### src/rtl/load_store_unit.sv
// RV32I load/store unit: one load or store per start over a req/gnt/rvalid bus; busy stalls the core.
// Define BUS_TIMEOUT_EN to fault an access after TIMEOUT_CYCLES without gnt or rvalid.
module load_store_unit #(
  parameter int WIDTH          = 32,
  parameter int TIMEOUT_CYCLES = 64
) (
  input  logic             clk,
  input  logic             rst_n,
  input  logic             start,
  input  logic             is_store,
  input  logic [2:0]       funct3,
  input  logic [WIDTH-1:0] addr,
  input  logic [WIDTH-1:0] wdata,
  output logic             busy,
  output logic             done,
  output logic             fault,
  output logic [WIDTH-1:0] rdata_out,
  output logic             mem_req,
  output logic             mem_we,
  output logic [WIDTH-1:0] mem_addr,
  output logic [3:0]       mem_be,
  output logic [WIDTH-1:0] mem_wdata,
  input  logic             mem_gnt,
  input  logic             mem_rvalid,
  input  logic [WIDTH-1:0] mem_rdata
);

  typedef enum logic [1:0] {
    IDLE = 2'd0,
    REQ  = 2'd1,
    RESP = 2'd2,
    DONE = 2'd3
  } state_t;

  state_t           state, state_nxt;
  logic [WIDTH-1:0] addr_q, wdata_q;
  logic [2:0]       funct3_q;
  logic             store_q, fault_q;
  logic             dec_fault;
  logic             timeout;
  logic [3:0]       be_w;
  logic [WIDTH-1:0] wdata_w;
  logic [15:0]      lane;
  logic [WIDTH-1:0] load_ext;

  // Decode on the raw inputs so a bad access can go straight to DONE.
  always_comb begin
    dec_fault = 1'b0;
    case (funct3)
      3'b000:  dec_fault = 1'b0;
      3'b001:  dec_fault = addr[0];
      3'b010:  dec_fault = |addr[1:0];
      3'b100:  dec_fault = is_store;
      3'b101:  dec_fault = is_store | addr[0];
      default: dec_fault = 1'b1;
    endcase
  end

`ifdef BUS_TIMEOUT_EN
  localparam int CNT_W = $clog2(TIMEOUT_CYCLES + 1);
  logic [CNT_W-1:0] cnt;

  always_ff @(posedge clk or negedge rst_n) begin
    if (!rst_n) begin
      cnt <= '0;
    end else if (state_nxt != state) begin
      cnt <= '0;
    end else if (state == REQ || state == RESP) begin
      cnt <= cnt + CNT_W'(1);
    end
  end

  assign timeout = (state == REQ || state == RESP) && (cnt == CNT_W'(TIMEOUT_CYCLES - 1));
`else
  assign timeout = 1'b0;
  if (TIMEOUT_CYCLES < 1) begin : g_timeout_unused
  end
`endif

  always_comb begin
    be_w    = 4'b1111;
    wdata_w = wdata_q;
    case (funct3_q[1:0])
      2'b00: begin
        be_w    = 4'b0001 << addr_q[1:0];
        wdata_w = {4{wdata_q[7:0]}};
      end
      2'b01: begin
        be_w    = 4'b0011 << {addr_q[1], 1'b0};
        wdata_w = {2{wdata_q[15:0]}};
      end
      default: ;
    endcase
  end

  assign lane = 16'(mem_rdata >> {addr_q[1:0], 3'b000});

  always_comb begin
    case (funct3_q)
      3'b000:  load_ext = {{24{lane[7]}}, lane[7:0]};
      3'b001:  load_ext = {{16{lane[15]}}, lane[15:0]};
      3'b100:  load_ext = {24'h0, lane[7:0]};
      3'b101:  load_ext = {16'h0, lane[15:0]};
      default: load_ext = mem_rdata;
    endcase
  end

  always_ff @(posedge clk or negedge rst_n) begin
    if (!rst_n) begin
      state <= IDLE;
    end else begin
      state <= state_nxt;
    end
  end

  always_comb begin
    state_nxt = state;
    busy      = 1'b1;
    done      = 1'b0;
    fault     = 1'b0;
    mem_req   = 1'b0;
    mem_we    = 1'b0;
    mem_addr  = '0;
    mem_be    = 4'b0000;
    mem_wdata = '0;
    case (state)
      IDLE: begin
        busy = 1'b0;
        if (start) state_nxt = dec_fault ? DONE : REQ;
      end
      REQ: begin
        mem_req   = 1'b1;
        mem_we    = store_q;
        mem_addr  = {addr_q[WIDTH-1:2], 2'b00};
        mem_be    = be_w;
        mem_wdata = wdata_w;
        if (mem_gnt)      state_nxt = store_q ? DONE : RESP;
        else if (timeout) state_nxt = DONE;
      end
      RESP: begin
        if (mem_rvalid || timeout) state_nxt = DONE;
      end
      DONE: begin
        done      = 1'b1;
        fault     = fault_q;
        state_nxt = IDLE;
      end
      default: state_nxt = IDLE;
    endcase
  end

  always_ff @(posedge clk or negedge rst_n) begin
    if (!rst_n) begin
      addr_q    <= '0;
      wdata_q   <= '0;
      funct3_q  <= 3'b000;
      store_q   <= 1'b0;
      fault_q   <= 1'b0;
      rdata_out <= '0;
    end else begin
      case (state)
        IDLE: begin
          if (start) begin
            addr_q   <= addr;
            wdata_q  <= wdata;
            funct3_q <= funct3;
            store_q  <= is_store;
            fault_q  <= dec_fault;
          end
        end
        REQ: begin
          if (!mem_gnt && timeout) fault_q <= 1'b1;
        end
        RESP: begin
          // rvalid in the limit cycle wins over the timeout.
          if (mem_rvalid)   rdata_out <= load_ext;
          else if (timeout) fault_q   <= 1'b1;
        end
        default: ;
      endcase
    end
  end

endmodule
### config.mk
export PLATFORM = sky130hd
export DESIGN_NAME = load_store_unit
export DESIGN_NICKNAME = d
export VERILOG_FILES = /design/src/rtl/load_store_unit.sv
export SDC_FILE = /design/constraint.sdc
export NUM_CORES = 1
export LEC_CHECK = 0
export ABC_AREA = 1
export BUFFER_PORTS_ARGS = -buffer_cell sky130_fd_sc_hd__buf_2
export CAP_MARGIN = 20
export CORE_MARGIN = 2
export CORE_UTILIZATION = 25
export CTS_CLUSTER_DIAMETER = 60
export DETAILED_ROUTE_END_ITERATION = 10
export HOLD_SLACK_MARGIN = 0.06
export PLACE_DENSITY = 0.5
export SLEW_MARGIN = 20
export SYNTH_ARGS = -nofsm -noshare
export SYNTH_HDL_FRONTEND = slang
export SYNTH_SLANG_ARGS = --single-unit
export TNS_END_PERCENT = 20
### constraint.sdc
create_clock -name clk -period 2 [get_ports clk]
set_clock_uncertainty 0.2 [all_clocks]
set_input_delay 0 -clock clk [delete_from_list [all_inputs] [get_ports clk]]
set_output_delay 0 -clock clk [all_outputs]
set_load 0.02 [all_outputs]
Yosys cells after proc, flatten, opt, wreduce, memory -nomap -nowiden. Cells that the tools add are included.

Bits in registers: 103. Bits of input ports: 105.

Eq/ne operators: 14. Shift-type cells: 3. Mux-type cells: 18. Bitwise gates (word level): 1. Reductions and logical operators: 8.

Operator list (number): case mux 32 bit (4 select lines) (1); two-way mux 32 bit (2); case mux 32 bit (2 select lines) (1); >> shifter 32 x 5 -> 16 bit (1); equality test 3 bit (second input constant) (4); two-way mux 2 bit (4); case mux 2 bit (4 select lines) (1); case mux 4 bit (2 select lines) (1); equality test 3 x 1 -> 1 bit (second input constant) (2); logical NOT 3 bit (2); two-way mux 1 bit (6); inequality test 2 bit (second input constant) (3); case mux 1 bit (5 select lines) (1); equality test 2 x 1 -> 1 bit (second input constant) (2); equality test 2 bit (second input constant) (2); logical NOT 2 bit (2); two-way mux 4 bit (1); AND reduction 2 bit (2); << shifter 1 x 2 -> 4 bit (first input constant) (1); << shifter 2 x 2 -> 4 bit (first input constant) (1); equality test 3 x 2 -> 1 bit (second input constant) (1); AND reduction 3 bit (1); OR reduction 2 bit (1); bitwise OR 1 bit (1).

Longest topological paths before layout.
Depth in word-level cells: 5. Gate-level depth with buffers: 11. Gate-level depth less buffers: 9.

Least setup slack after synthesis. OpenSTA, ideal clock, no wires.

Path kind: reg-to-output. From: register state[1]. To: output mem_wdata[22]. Data arrival time: 1.656 ns. Data required time: 1.800 ns. Path slack: 0.144 ns. Cell stages (with the launch flop): 7. Cells stage by stage: dfrtp_1 -> inv_1 -> ha_1 -> clkbuf_1 -> buf_2 -> o21ai_0 -> nor2_1.

Cells in the longest elaborated chain, start to end: 2.

Ends and longest elaborated chain: start: declaration (line 35) `state_t state, state_nxt;`; start signal: assignment (line 112) `state <= state_nxt;`; equality test 2 x 1 -> 1 bit (line 126) `case (state)`; two-way mux 32 bit (line 126); end: declaration (line 22) `output logic [WIDTH-1:0] mem_wdata,`.

Every way passes these cells.

Worst setup path in the final report.
From: register state[0]. To: register store_q.

Cells in the longest elaborated chain, start to end: 2.

Ends and longest elaborated chain: logical NOT 2 bit (line 161) `case (state)`; AND reduction 2 bit (no line); end signal: assignment (line 167) `store_q <= is_store;`; end: declaration (line 38) `logic store_q, fault_q;`.

Every way passes these cells. A chain may end at the register's enable or synchronous reset.

==> reports/results.tsv <==
stage	metric	value	unit
status	outcome	finished, final reports clean	
clock_tree	cts_buffers	9	
power_and_ir_drop	intPower	6.38	mW
logic_synthesis	synth_most_common_cell	nand2_1	
power_and_ir_drop	power_leakage	4.82	nW
timing	setup_viol	0	
global_routing	grt_max_degree	104	
timing	final-hold-violation-count	0	
finish	fin_nets	1201	
worst_hold_path	hold_path.class	in2async	
logic_synthesis	yosysWarnings	0	
logic_synthesis	ys.flop_type	dfrtp_1	
power_and_ir_drop	cellPowerDensity	1450	nW/um^2
timing	min_period	1.91	ns
global_routing	grt_pass1_vias	5850	
floorplan	ioPinCount	210	
logic_synthesis	synthTopCellsByCount	336 x nand2_1, 103 x dfrtp_1, 82 x inv_1	
place	dpl-instance-area	6960	um^2
critical_path	end_kind	flip-flop	
critical_path	cp.arrival	1.96	ns
critical_path	cp.required	2.05	ns
routing	drc	0	
power_and_ir_drop	p_sw_frac	0.477	
timing	final-max-slew-violation-count	0	
place	port_buffers	207	
logic_synthesis	syn_area	5610	um^2
clock_tree	cts_tree	done	
critical_path	cpPeakStageDelay	0.55	ns
routing	ant_nets	0	
clock_tree	clock_sinks	103	
logic_synthesis	syn_avg_cell_area	7.10	um^2
power_and_ir_drop	power	12.2	mW
power_and_ir_drop	p_comb_frac	0.545	
logic_synthesis	syn_inst	791	
timing	rsz0062_at_grt	true	
timing	finalCritPeriodShare	0.954	
power_and_ir_drop	clkPwrFrac	0.147	
global_routing	grtUsageTotal	0.164	
floorplan	fp.coreArea	22000	um^2
place	pre_cts_slack	0.0547	ns
clock_tree	cts_root_buf	clkbuf_16	
routing	drt_iter0_markers	358	
floorplan	dieArea	23700	um^2
routing	vias_per_cell	4.34	
logic_synthesis	synth_seq_cells	103	
global_routing	antenna_found_initial	1	
logic_synthesis	synth_cell_type_count	27	
timing	max_slew_margin	0.582	
logic_synthesis	synth-edff-count	0	
clock_tree	post_cts_buffers	0	
power_and_ir_drop	peakVddDrop	601	uV
critical_path	worstSetupPathType	reg2reg	
logic_synthesis	synth_area_leader_cell	dfrtp_1	
timing	finalSetupTns	0	ns
finish	area_delta_synth_final	50.1	%
logic_synthesis	synth_area_leaders	dfrtp_1 46%, nand2_1 22%, inv_1 5.5%, nor2_1 4.1%, a21oi_1 3.9%	
power_and_ir_drop	power_switching	5.83	mW
critical_path	crit_top_cell	nand2_1	
timing	clock.fmax	524	MHz
logic_synthesis	ys_seq_area_frac	0.459	
place	dpl.hpwl	13100	um
floorplan	initial_core_util	0.256	
finish	fin_cells	1377	
routing	via_count	5973	
clock_tree	clkLatencyLatePin	0.35	ns
floorplan	die_w	154	um
critical_path	r2r_slack	0.09	ns
critical_path	critPathTopFamily	buffers and inverters	
place	place.gp.congestion	0.817	
critical_path	path_buf_inv	3	
routing	first_pass_iters	4	
floorplan	die_h	154	um
job	maxCapViolCount	0	
critical_path	cp-start-kind	flip-flop	
timing	worstMarginPinSlew	0.627	ns
critical_path	cp_cell_sequence	inv_2, ha_1, nand2_2, inv_4, nand2_1, dlygate4sd3_1, nand2_1	
routing	avgRoutedWirePerCell	14.3	um
global_routing	grt_overflow_total	0	
logic_synthesis	async_flop_share	1.00	
clock_tree	clockBufferDepth	2	
floorplan	rows	54	
power_and_ir_drop	seqPwrFrac	0.307	
finish	drive_gt1_frac	0.267	
timing	setup_slack	0.0922	ns
global_routing	grt_pass1_wl	31100	um
place	dp_cells	1252	
clock_tree	cts_htree_levels	3	
critical_path	timing.critical_path.slowest_stage_cell	dlygate4sd3_1	
logic_synthesis	yosysTopAreaCellShare	0.459	
critical_path	crit_fanout	9	
clock_tree	clkSlewWorstSetupHoldPaths	0.08	ns
finish	final_area	8430	um^2
routing	drt_wl_total	19700	um
[per-layer routing]
layer,GRT usage,vias up,share of wire
met1,0.217,2751,0.46
met5,0,-,0
met3,0.0324,21,0.056
met2,0.272,181,0.47
li1,-,3020,-
met4,0.0485,0,0.017
[cells in the final DEF, fill, tap and decap left out, drive strengths merged]
cell,synthesis,final
a21oi,44,44
a31oi,1,1
buf,19,224
bufbuf,0,1
clkbuf,25,9
clkinv,0,4
clkinvlp,0,4
conb,1,2
dfrtp,103,103
diode,0,1
dlygate4sd3,0,105
ha,5,5
inv,87,88
nand2,341,341
nand3,29,29
nor2,64,64
nor3,2,2
o211ai,8,8
o21ai,36,36
o22ai,8,8
o31ai,1,1
or2,17,17
[worst reg2reg max path: cells and delay by family, from the launching register on]
kind / cells / cell delay (ns)
adder cells (fa/ha/maj): 1 / 0.23
flip-flops: 1 / 0.45
AND/OR/NAND/NOR: 3 / 0.21
buffers and inverters: 3 / 0.72
[cell families after synthesis]
kind of cell             synth area share
buffers and inverters               0.101
AO/OA/AOI/OAI                      0.0941
flip-flops                          0.459
other                            0.000668
adder cells (fa/ha/maj)            0.0111
AND/OR/NAND/NOR                     0.335
[cell type report]
class	count	area, um^2
Sequential cell	103	2580
Fill cell	2297	13500
Clock inverter	7	77.6
Timing Repair inverter	2	12.5
Tap cell	280	350
Inverter	87	340
Multi-Input combinational cell	558	2500
Timing Repair Buffer	330	2330
Clock buffer	9	225
Antenna cell	1	2.50
[flip-flops by register name, summed over array words and instances (netlist names)]
name and count:
wdata_q 32, store_q 1, state 2, rdata_out 32, addr_q 32, fault_q 1
funct3_q 3
[stage by stage]
step,utilization,hold WS (ns)
finish,0.384,0.0295
global route,0.384,0.0797
CTS,0.382,0.0881
detailed placement,0.317,-0.0631
global placement,0.317,-0.0689
floorplan,-,-0.496
[final timing paths]
check,from,end,depth (start not counted)
worst min register to register,rdata_out[12],rdata_out[12],2
worst max register to register,state[0],store_q,7
worst min-delay path,rst_n,addr_q[2],3
min in group clk,addr[7],addr_q[7],4
max in group asynchronous,rst_n,rdata_out[25],3
worst max-delay path,state[0],store_q,7
[power groups by stage]
| stage | logic [mW] | clock network, mW | registers, mW |
|---|---|---|---|
| CTS | 6.65 | 1.88 | 3.74 |
| detailed placement | 6.31 | 0 | 3.75 |
| finish | 6.66 | 1.80 | 3.75 |
| floorplan | 4.02 | 0 | 3.96 |
| global route | 7.40 | 1.96 | 3.90 |
| global placement | 6.24 | 0 | 3.79 |
[repair_timing]
item	CTS	global route
resized for setup	9	17
setup endpoints to repair	27	54
gates cloned	1	2
hold buffers	105	0
endpoints found under the hold margin	206	0
Note: power is estimated with default switching activity, not from simulation.
